--- src/rtl/disp_pkg.sv ---
// Shared constants, state encoding and sizing helper for the display scan controller.
package disp_pkg;

    localparam int         NDIG    = 4;
    localparam logic [6:0] SEG_OFF = 7'h7F;
    localparam logic [3:0] AN_OFF  = 4'hF;

    typedef enum logic {
        ST_BLANK = 1'b0,
        ST_SHOW  = 1'b1
    } scan_state_e;

    // One counter times both phases, so it is sized for the longer of the two.
    function automatic int cnt_width(input int refresh_div, input int blank_cycles);
        int longest;
        longest = (refresh_div > blank_cycles) ? refresh_div : blank_cycles;
        return (longest < 2) ? 1 : $clog2(longest);
    endfunction

endpackage

--- src/rtl/disp_scan_ctrl_if.sv ---
// Producer-side valid/ready channel carrying a 16-bit hex value and 4 decimal points.
interface disp_scan_ctrl_if;

    logic [15:0] in_data;
    logic [3:0]  in_dp;
    logic        in_valid;
    logic        in_ready;

    modport master (output in_data, output in_dp, output in_valid, input in_ready);
    modport slave  (input in_data, input in_dp, input in_valid, output in_ready);

endinterface

--- src/rtl/sseg_decode.sv ---
// Hex nibble to active-low seven-segment pattern, bit order {g,f,e,d,c,b,a}.
module sseg_decode (
    input  logic [3:0] nib,
    output logic [6:0] seg
);

    // Pure lookup; the top feeds it the nibble of the digit about to be shown.
    always_comb begin
        seg = 7'h7F;
        case (nib)
            4'h0: seg = 7'h40;
            4'h1: seg = 7'h79;
            4'h2: seg = 7'h24;
            4'h3: seg = 7'h30;
            4'h4: seg = 7'h19;
            4'h5: seg = 7'h12;
            4'h6: seg = 7'h02;
            4'h7: seg = 7'h78;
            4'h8: seg = 7'h00;
            4'h9: seg = 7'h10;
            4'hA: seg = 7'h08;
            4'hB: seg = 7'h03;
            4'hC: seg = 7'h46;
            4'hD: seg = 7'h21;
            4'hE: seg = 7'h06;
            4'hF: seg = 7'h0E;
            default: seg = 7'h7F;
        endcase
    end

endmodule

--- src/rtl/disp_scan_ctrl.sv ---
// Four-digit multiplexed seven-segment scan controller.
// New values land in a shadow register and are only copied to the displayed
// value at frame end, so a frame never mixes old and new digits.
// Optional build macro: DISP_LZB_EN enables leading-zero blanking.
//
// state      | meaning
// ST_BLANK d | all anodes off for BLANK_CYCLES before digit d lights
// ST_SHOW  d | digit d lit for REFRESH_DIV cycles
module disp_scan_ctrl
    import disp_pkg::*;
#(
    parameter int REFRESH_DIV  = 100000,
    parameter int BLANK_CYCLES = 16
) (
    input  logic               clk,
    input  logic               rst,
    disp_scan_ctrl_if.slave    in_if,
    output logic [NDIG-1:0]    an,
    output logic [6:0]         segs,
    output logic               dp,
    output logic               frame_pulse
);

    localparam int            CW         = cnt_width(REFRESH_DIV, BLANK_CYCLES);
    localparam logic [CW-1:0] SHOW_LAST  = CW'(REFRESH_DIV - 1);
    localparam logic [CW-1:0] BLANK_LAST = CW'(BLANK_CYCLES - 1);
    localparam logic [1:0]    LAST_DIG   = 2'(NDIG - 1);

    scan_state_e   state_q, state_d;
    logic [1:0]    dig_q, dig_d;
    logic [CW-1:0] cnt_q, cnt_d;

    logic [15:0]   act_data_q;
    logic [3:0]    act_dp_q;
    logic [19:0]   shadow_q;
    logic          full_q;
    logic          accept;
    logic          frame_end;

    logic [3:0]    nib;
    logic [6:0]    seg_dec;
    logic [3:0]    an_d;
    logic [6:0]    seg_d;
    logic          dp_d;
`ifdef DISP_LZB_EN
    logic [15:0]   upper;
`endif

    assign accept         = in_if.in_valid && !full_q;
    assign in_if.in_ready = !full_q;
    assign frame_end      = (state_q == ST_SHOW) && (dig_q == LAST_DIG) && (cnt_q == SHOW_LAST);
    assign frame_pulse    = frame_end;

    // Next phase/digit/count: counter runs up from 0 and restarts on every phase change.
    always_comb begin
        state_d = state_q;
        dig_d   = dig_q;
        cnt_d   = cnt_q + 1'b1;
        case (state_q)
            ST_BLANK: begin
                if (cnt_q == BLANK_LAST) begin
                    state_d = ST_SHOW;
                    cnt_d   = '0;
                end
            end
            ST_SHOW: begin
                if (cnt_q == SHOW_LAST) begin
                    state_d = ST_BLANK;
                    dig_d   = dig_q + 2'd1;
                    cnt_d   = '0;
                end
            end
            default: begin
                state_d = ST_BLANK;
                cnt_d   = '0;
            end
        endcase
    end

    // Pin values for the phase being entered; active value cannot change inside a frame.
    always_comb begin
        nib   = act_data_q[{dig_d, 2'b00} +: 4];
        an_d  = AN_OFF;
        seg_d = SEG_OFF;
        dp_d  = 1'b1;
`ifdef DISP_LZB_EN
        upper = act_data_q >> {dig_d, 2'b00};
`endif
        if (state_d == ST_SHOW) begin
            an_d  = ~(4'b0001 << dig_d);
            seg_d = seg_dec;
            dp_d  = ~act_dp_q[dig_d];
`ifdef DISP_LZB_EN
            if ((dig_d != 2'd0) && (upper == 16'h0000) && !act_dp_q[dig_d]) begin
                seg_d = SEG_OFF;
            end
`endif
        end
    end

    sseg_decode u_dec (
        .nib (nib),
        .seg (seg_dec)
    );

    // Scan state and registered pin drivers.
    always_ff @(posedge clk) begin
        if (rst) begin
            state_q <= ST_BLANK;
            dig_q   <= '0;
            cnt_q   <= '0;
            an      <= AN_OFF;
            segs    <= SEG_OFF;
            dp      <= 1'b1;
        end else begin
            state_q <= state_d;
            dig_q   <= dig_d;
            cnt_q   <= cnt_d;
            an      <= an_d;
            segs    <= seg_d;
            dp      <= dp_d;
        end
    end

    // Shadow capture on handshake, commit to the active value only at frame end.
    always_ff @(posedge clk) begin
        if (rst) begin
            shadow_q   <= '0;
            full_q     <= 1'b0;
            act_data_q <= '0;
            act_dp_q   <= '0;
        end else if (accept) begin
            shadow_q <= {in_if.in_dp, in_if.in_data};
            full_q   <= 1'b1;
        end else if (frame_end && full_q) begin
            act_dp_q   <= shadow_q[19:16];
            act_data_q <= shadow_q[15:0];
            full_q     <= 1'b0;
        end
    end

endmodule

--- src/flat_wrapper.sv ---
// flat-port wrapper written by rule: the top's interface ports become plain ports
module disp_scan_ctrl_flat import disp_pkg::*;
#(
    parameter int REFRESH_DIV  = 100000,
    parameter int BLANK_CYCLES = 16
)
  (clk, rst, an, segs, dp, frame_pulse, in_if_in_data, in_if_in_dp, in_if_in_valid, in_if_in_ready);
  disp_scan_ctrl_if in_if_i ();
  input  logic clk;
  input  logic rst;
  output logic [NDIG-1:0] an;
  output logic [6:0] segs;
  output logic dp;
  output logic frame_pulse;
  input wire logic [$bits(in_if_i.in_data)-1:0] in_if_in_data;
  input wire logic [$bits(in_if_i.in_dp)-1:0] in_if_in_dp;
  input wire logic [$bits(in_if_i.in_valid)-1:0] in_if_in_valid;
  output wire logic [$bits(in_if_i.in_ready)-1:0] in_if_in_ready;
  assign in_if_i.in_data = in_if_in_data;
  assign in_if_i.in_dp = in_if_in_dp;
  assign in_if_i.in_valid = in_if_in_valid;
  assign in_if_in_ready = in_if_i.in_ready;
  disp_scan_ctrl #(.REFRESH_DIV(REFRESH_DIV), .BLANK_CYCLES(BLANK_CYCLES)) u_core (.clk(clk), .rst(rst), .in_if(in_if_i), .an(an), .segs(segs), .dp(dp), .frame_pulse(frame_pulse));
endmodule
--- config.mk ---
export PLATFORM = sky130hd
export DESIGN_NAME = disp_scan_ctrl_flat
export DESIGN_NICKNAME = d
export VERILOG_FILES = /design/src/rtl/disp_pkg.sv /design/src/rtl/disp_scan_ctrl_if.sv /design/src/rtl/sseg_decode.sv /design/src/rtl/disp_scan_ctrl.sv /design/src/flat_wrapper.sv
export SDC_FILE = /design/constraint.sdc
export NUM_CORES = 1
export LEC_CHECK = 0
export CORE_UTILIZATION = 45
export DETAILED_ROUTE_END_ITERATION = 8
export GPL_TIMING_DRIVEN = 1
export MAX_ROUTING_LAYER = met4
export PLACE_DENSITY = 0.63
export SLEW_MARGIN = 20
export SYNTH_ARGS = -nofsm -noshare
export SYNTH_HDL_FRONTEND = slang
export SYNTH_SLANG_ARGS = --single-unit
--- constraint.sdc ---
create_clock -name clk -period 3.2 [get_ports clk]
set_clock_uncertainty 0.05 [all_clocks]
set_input_delay 0.64 -clock clk [delete_from_list [all_inputs] [get_ports clk]]
set_output_delay 0.64 -clock clk [all_outputs]
set_load 0.05 [all_outputs]
Yosys cells after proc, flatten, opt, wreduce, memory -nomap -nowiden
Memory sizes are Yosys's and may differ from the RTL's. A register that Yosys moved wholly into a read port is not among the register bits.
Index checks and enable logic that the tools add are counted.

word-level totals
  memories kept = 1
  output and inout bits = 14
  memory bits (read-only) = 112
  input port bits = 23
  flip-flop bits (word level) = 66
  logic and storage cells = 43

cells by class
  muxes and demuxes = 12
  shift operators = 2
  equality and inequality tests = 3
  bitwise operators = 5
  $add $sub $neg = 2
  order comparisons = 1
  reductions and logical operators = 8

memories
  name             words  bits a word  read ports  clocked after Yosys merged registers in  write ports  line               text
  (no name shown)  16     7            1           1                                        0            sseg_decode.sv:10  case (nib)

operators with widths
  cell                     number
  $mux W17                 2
  $pmux W17 S2             1
  $add A17 B1 Y17 const B  1
  $eq A17 B17 Y1 const B   1
  $eq A17 B4 Y1 const B    1
  $shiftx A16 B5 Y4        1
  $mux W1                  5
  $logic_and A1 B1 Y1      4
  $mux W2                  2
  $not A1 Y1               4
  $not A4 Y4               1
  $shl A1 B2 Y4 const A    1
  $lt A2 B3 Y1 const B     1
  $add A2 B1 Y2 const B    1
  $bmux W1 S2              1
  $eq A2 B2 Y1 const B     1
  $pmux W1 S2              1
  $reduce_and A2 Y1        1
  $reduce_bool A2 Y1       1
  $reduce_or A2 Y1         1
  $logic_not A1 Y1         1

Longest topological paths before layout
Gate-level depths: netlist (run 1).

  depth in word-level cells = 6
  depth in mapped cells = 11
  depth with buffers taken out = 11

By module
A second synthesis (run 1) with hierarchy kept.

second synthesis, totals
  cells, all modules = 392
  area total of the unflattened synthesis = 3235.6 sq um

by module, submodules not included
  module          sequential area each (sq um)  cells an instance  area an instance (sq um)  instances
  disp_scan_ctrl  1461.4                        360                2960.3                    1
  sseg_decode     0.0                           32                 275.3                     1

Worst setup path after synthesis (run 1)
Ideal clock, no wire load.

  path kind = flip-flop to flip-flop
  from = register u_core.cnt_q[0]
  to = register u_core.segs[3]
  data required time = 3.014 ns
  path buffers = 0
  arrival time = 2.338 ns
  stages on the path, launching flop included = 11
  setup time = 0.136 ns
  slack = 0.676 ns
  clock period less this slack = 2.524 ns
  cells stage by stage = dfxtp_1 ha_1 nand4_1 o21ai_1 mux2_4 o221a_1 inv_1 ha_1 a21oi_1 a2111oi_2 a31oi_1

on the way
  cells in the longest elaborated chain, start to end = 5
  elaborated cells on any way between the ends = 10
  classes of those cells = eq/ne: 2; shift: 1; mux: 5; bitwise: 1; reduce/logical: 1

RTL lines
  element                                                 line                   text
  start: declaration                                      disp_scan_ctrl.sv:31   logic [CW-1:0] cnt_q, cnt_d;
  start signal: assignment                                disp_scan_ctrl.sv:118  cnt_q <= cnt_d;
  branches (longest 5 deep; another with $eq A17 B17 Y1)  -
  end: declaration                                        disp_scan_ctrl.sv:19   output logic [6:0] segs,

Several ways; the timed one is not identified.
A chain may end at the register's enable or synchronous reset.

Worst setup path in the final report (run 1)
  from = register u_core.cnt_q[11]
  to = register u_core.segs[3]

The elaborated chain is that of the path after synthesis.

==> results.toml, run 1 <==
[clocking]
cts_sinks = 73
numCtsBuffers = 9
cts_root_buf = "clkbuf_8"
cts_buffer_depth = 2
clock_latency_ns = 0.35
cts_setup_buffers = 0
cts.hold.buffers_added = 0
cts_htree_levels = 3
clk_pin_slew_ns = 0.07
cts_resized = 0
cts_tree = "built"

[timing]
tightest_slew_ns = 0.699
final.min_clock_period_ns = 2.83
hold_viol = 0
setup_slack_ns = 0.366
tns_ns = 0
rsz0062_at_grt = "false"
post-route-period-util_pct = 88.6
report.final.slew_viol_count = 0
fmax_mhz = 353
slew_headroom_pct = 53.4
setup_viol = 0

[logic_synthesis]
yosysMostFrequentCell = "nand2_1"
synthFlopType = "dfxtp_1"
syn_area_per_cell_um2 = 8.24
synthTopCellsByCount = "nand2_1 (103), dfxtp_1 (73), a21oi_1 (45), nor2_1 (35), clkbuf_1 (16)"
synth-seq-cells = 73
ys_seq_area_share_pct = 44.1
synth.largest_area_cell = "dfxtp_1"
synth.area.top_cells = "dfxtp_1 (44%), nand2_1 (12%), a21oi_1 (6.8%), nor2_1 (4.0%), ha_1 (3.0%)"
synth-edff-count = 0
syn_area_um2 = 3310
syn-num-nets = 433
async_flop_share_pct = 0
synth_cell_types = 50
yosysTopAreaCellShare_pct = 44.1
yosys_warnings = 0
syn_inst = 402

[die]
rows = 30
io_pins = 37
core_um2 = 6940
die_area_um2 = 7700
fp.dieW_um = 87.8
die_y_um = 87.8
initial_core_util_pct = 47.7

[min_path]
whs_endpoint = "u_core.act_data_q[10]$_SDFFE_PP0P_"
whs_path_depth = 2
min_from = "u_core.shadow_q[10]$_SDFFE_PP0P_"
worstHoldPathType = "reg2reg"

[grt]
grt_pass1_vias = 2459
grt_max_degree = 43
antenna_found_initial = 0
grt_pass1_wl_um = 11300
grt_overflow_total = 0
grt_use_total_pct = 19.4

[place]
place_congestion = 0.828
place_hpwl_um = 4740
place_ws_ns = 0.387
port_buffers = 36
post-place-cells = 520

[setup_path]
r2r_start = "u_core.cnt_q[11]$_SDFF_PP0_"
path_class = "reg2reg"
cp-end-kind = "register"
startpoint_type = "register"
worstRegToRegCells = 10
r2r_slack_ns = 0.37
cp_data_required_time_ns = 3.37
path_max_fanout = 9
arrival_ns = 3.00
timing.rr.end = "u_core.segs[3]$_SDFF_PP1_"

[finish]
drive_gt1_share_pct = 8.86
nets = 466
antenna_cells = 0
instances_no_fill = 536
seqCellArea_um2 = 1460
multi_input_area_um2 = 1720
num-fill-cells = 657
area_delta_synth_final_pct = 20.1

[flow_run]
drv_cap = 0

[power_and_ir_drop]
power.static_leakage_nw = 1.50
power_mw = 1.83
peakVddDrop_mv = 0.203
power_density_nw_per_um2 = 461

[detailed_routing]
vias = 2743
dr.pass1.iters = 4
drt-total-wl_um = 6630
ant_nets = 0
wire_per_inst_um = 12.4
drt_iter0_drc = 155
via_per_inst = 5.12
drc = 0

[outcome]
status = "complete, no violations"
## per-layer routing
metal  routed length [um]  global-route usage [%]  up-vias
met3                  178                    3.39       10
met5                    0                       -        -
met2                 2820                    28.3       43
li1                     -                       -     1436
met4                  116                    7.60        0
met1                 3520                    26.5     1254
## critical path: stages, from the launching register on
cell and delay, ns:
dfxtp_1 0.35, nor4_4 0.34, nand4_2 0.26, o21ai_1 0.33, mux2_4 0.24, o221a_1 0.33, inv_1 0.13, ha_1 0.29
a21oi_1 0.06, a2111oi_2 0.28, a31oi_1 0.06
## worst max-delay path by stage
| stage | from | to | slack (ns) |
|---|---|---|---|
| 2_1_floorplan | u_core.cnt_q[0]$_SDFF_PP0_ | u_core.segs[3]$_SDFF_PP1_ | 0.68 |
| 3_3_place_gp | u_core.cnt_q[11]$_SDFF_PP0_ | u_core.segs[3]$_SDFF_PP1_ | 0.49 |
| 3_5_place_dp | u_core.cnt_q[11]$_SDFF_PP0_ | u_core.segs[3]$_SDFF_PP1_ | 0.39 |
| 4_1_cts | u_core.cnt_q[11]$_SDFF_PP0_ | u_core.segs[3]$_SDFF_PP1_ | 0.38 |
| 5_1_grt | u_core.cnt_q[11]$_SDFF_PP0_ | u_core.segs[3]$_SDFF_PP1_ | 0.10 |
| 6_report | u_core.cnt_q[11]$_SDFF_PP0_ | u_core.segs[3]$_SDFF_PP1_ | 0.37 |
## cell type report
class                      count  share of cell area (%)
tap                           96                    3.02
sequential                    73                    36.8
inverter                       8                   0.755
clock inverter                 5                    1.95
timing repair buffer          44                    10.5
clock buffer                  11                    3.81
multi-input combinational    299                    43.2
## where the power goes
group	switching, mW	internal, mW
clock	0.337	0.479
sequential	0.0107	0.926
combinational	0.0406	0.0402
## flip-flops by register name, summed over array words and instances, names as in the netlist
signal / cells
u_core.act_data_q: 16
u_core.dig_q: 2
u_core.cnt_q: 17
u_core.full_q: 1
u_core.act_dp_q: 4
u_core.state_q: 1
u_core.dp: 1
u_core.shadow_q: 20
u_core.segs: 7
u_core.an: 4
## cells by family (layout without fill, tap and decap cells)
family | Yosys count | in the layout | share of synthesized area, %
flops | 73 | 73 | 44.1
simple gates | 196 | 196 | 27.9
fa+ha+maj | 8 | 8 | 3.02
buf+inv | 30 | 68 | 4.08
compound gates | 73 | 73 | 14.1
mux | 6 | 6 | 2.57
xor+xnor | 16 | 16 | 4.23
## through the flow
| step | cell area, um2 | hold slack (ns) | util [%] |
|---|---|---|---|
| 2_1_floorplan | 3310 | 0.376 | - |
| 3_3_place_gp | 3740 | 0.389 | 53.9 |
| 3_5_place_dp | 3750 | 0.396 | 54.0 |
| 4_1_cts | 3980 | 0.408 | 57.3 |
| 5_1_grt | 3980 | 0.423 | 57.3 |
| 6_report | 3980 | 0.408 | 57.3 |
## layout by cell type, fill, tap and decap left out, types with 9 or more instances in the layout
master / netlist / final
nor3_1: 15 / 15
clkdlybuf4s50_1: 0 / 35
a21oi_1: 45 / 45
dfxtp_1: 73 / 73
buf_4: 0 / 9
nand2_1: 103 / 103
nor2_1: 35 / 35
clkbuf_8: 0 / 11
xor2_1: 9 / 9
(Power assumes the default switching activity.)
==> inputs of run 2 (changes only) <==
--- a/config.mk
+++ b/config.mk
@@ -5,6 +5,7 @@
 export SDC_FILE = /design/constraint.sdc
 export NUM_CORES = 1
 export LEC_CHECK = 0
+export CAP_MARGIN = 15
 export CORE_UTILIZATION = 45
 export DETAILED_ROUTE_END_ITERATION = 8
 export GPL_TIMING_DRIVEN = 1
==> results of run 2 <==
Same layout as run 1: the final DEF is identical, and so are final timing and power.
==> inputs of run 3 (changes only) <==
--- a/config.mk
+++ b/config.mk
@@ -9,7 +9,6 @@
 export CORE_UTILIZATION = 45
 export DETAILED_ROUTE_END_ITERATION = 8
 export GPL_TIMING_DRIVEN = 1
-export MAX_ROUTING_LAYER = met4
 export PLACE_DENSITY = 0.63
 export SLEW_MARGIN = 20
 export SYNTH_ARGS = -nofsm -noshare
==> results.toml, run 3 (synthesis gave the netlist of run 1 again) <==
[detailed_routing]
dr.pass1.iters = 4
drt-total-wl_um = 6850
route.met3.wl_um = 285
dr_wl_met2_um = 3060
via_per_inst = 5.14
top_layer = "met4"
wire_per_inst_um = 12.8
vias = 2748
drc = 0
wl_met1_um = 3400
drt_iter0_drc = 146
ant_nets = 0

[clocking]
cts_sinks = 73
cts_root_buf = "clkbuf_8"
clock_latency_ns = 0.34
numCtsBuffers = 9
cts_resized = 0
cts_setup_buffers = 0
cts_tree = "built"
cts.hold.buffers_added = 0
cts_htree_levels = 3
cts_buffer_depth = 2
clk_pin_slew_ns = 0.08

[grt]
grt_pass1_vias = 2531
grt_max_degree = 43
antenna_found_initial = 0
grt_overflow_total = 0
grt_use_total_pct = 19.7
grt_pass1_wl_um = 11800

[setup_path]
timing.rr.end = "u_core.segs[3]$_SDFF_PP1_"
path_class = "reg2reg"
startpoint_type = "register"
cp-end-kind = "register"
path_max_fanout = 9
worstRegToRegCells = 10
arrival_ns = 3.02
r2r_slack_ns = 0.34
r2r_start = "u_core.cnt_q[11]$_SDFF_PP0_"
cp_data_required_time_ns = 3.36

[finish]
antenna_cells = 0
area_delta_synth_final_pct = 20.3
largest_reg_flops = 20
multi_input_area_um2 = 1720
nets = 465
seqCellArea_um2 = 1460
layout_commonest_cell = "nand2_1"
final_cell_mix = "nand2_1 (103), dfxtp_1 (73), a21oi_1 (45)"
reg_top3 = "u_core.shadow_q (20), u_core.cnt_q (17), u_core.act_data_q (16)"
fin_util_pct = 57.4
regMostFlops = "u_core.shadow_q"
drive_gt1_share_pct = 8.43
num-fill-cells = 678

[place]
place_hpwl_um = 4950
place_congestion = 0.799
port_buffers = 36

[die]
die_y_um = 87.8
initial_core_util_pct = 47.7
rows = 30
fp.dieW_um = 87.8
core_um2 = 6940
io_pins = 37
die_area_um2 = 7700

[power_and_ir_drop]
peakVddDrop_mv = 0.366
power_density_nw_per_um2 = 474
power.static_leakage_nw = 1.50
power_mw = 1.89

[timing]
rsz0062_at_grt = "false"
post-route-period-util_pct = 89.4
tightest_slew_ns = 0.721
final.min_clock_period_ns = 2.86
hold_viol = 0
tns_ns = 0
setup_viol = 0
slew_headroom_pct = 51.9
whs_ns = 0.404
report.final.slew_viol_count = 0
fmax_mhz = 349

[min_path]
min_from = "u_core.shadow_q[18]$_SDFFE_PP0P_"
whs_endpoint = "u_core.act_dp_q[2]$_SDFFE_PP0P_"
worstHoldPathType = "reg2reg"
whs_path_depth = 2

[outcome]
status = "complete, no violations"

[flow_run]
drv_cap = 0
-- run 3: cell types whose count changed in the layout (fill, tap and decap cells not counted), sizes merged --
cell and change:
bufinv +1, buf -1, clkinv -1
-- run 3: how the worst max path moves through the flow --
stage	startpoint	endpoint	slack (ns)
5_1_grt	u_core.cnt_q[11]$_SDFF_PP0_	u_core.segs[3]$_SDFF_PP1_	0.08
3_5_place_dp	u_core.cnt_q[11]$_SDFF_PP0_	u_core.segs[3]$_SDFF_PP1_	0.36
4_1_cts	u_core.cnt_q[11]$_SDFF_PP0_	u_core.segs[3]$_SDFF_PP1_	0.32
6_report	u_core.cnt_q[11]$_SDFF_PP0_	u_core.segs[3]$_SDFF_PP1_	0.34
2_1_floorplan	u_core.cnt_q[0]$_SDFF_PP0_	u_core.segs[3]$_SDFF_PP1_	0.68
3_3_place_gp	u_core.cnt_q[11]$_SDFF_PP0_	u_core.segs[3]$_SDFF_PP1_	0.47
-- run 3: per-layer routing --
metal	up-vias	GRT usage (%)
met5	-	0
met4	0	7.15
met3	9	5.18
met2	61	30.0
met1	1254	26.9
li1	1424	-
-- run 3: per-stage QoR --
step	worst slack [ns]	area [um2]	instances
5_1_grt	0.0758	3980	535
4_1_cts	0.322	3980	535
3_3_place_gp	0.472	3740	519
6_report	0.338	3980	535
2_1_floorplan	0.676	3310	402
3_5_place_dp	0.358	3740	519
-- run 3: critical path, stage by stage, from the launching register on --
cell	delay [ns]
dfxtp_1	0.35
nor4_4	0.34
nand4_2	0.27
o21ai_1	0.33
mux2_4	0.24
o221a_1	0.30
inv_1	0.12
ha_1	0.30
a21oi_1	0.07
a2111oi_2	0.29
a31oi_1	0.06
-- run 3: layout make-up --
class,instances,area share (%)
Clock inverter,5,2.58
Inverter,8,0.754
Multi-Input combinational cell,299,43.1
Sequential cell,73,36.7
Timing Repair Buffer,43,10.3
Tap cell,96,3.02
Clock buffer,11,3.55
-- run 3: where the power goes --
part	switching (mW)	leakage, nW	internal [mW]	total (mW)
Sequential	0.0107	0.592	0.926	0.937
Combinational	0.0409	0.790	0.0402	0.0811
Clock	0.333	0.120	0.538	0.871
Total	0.385	1.50	1.50	1.89
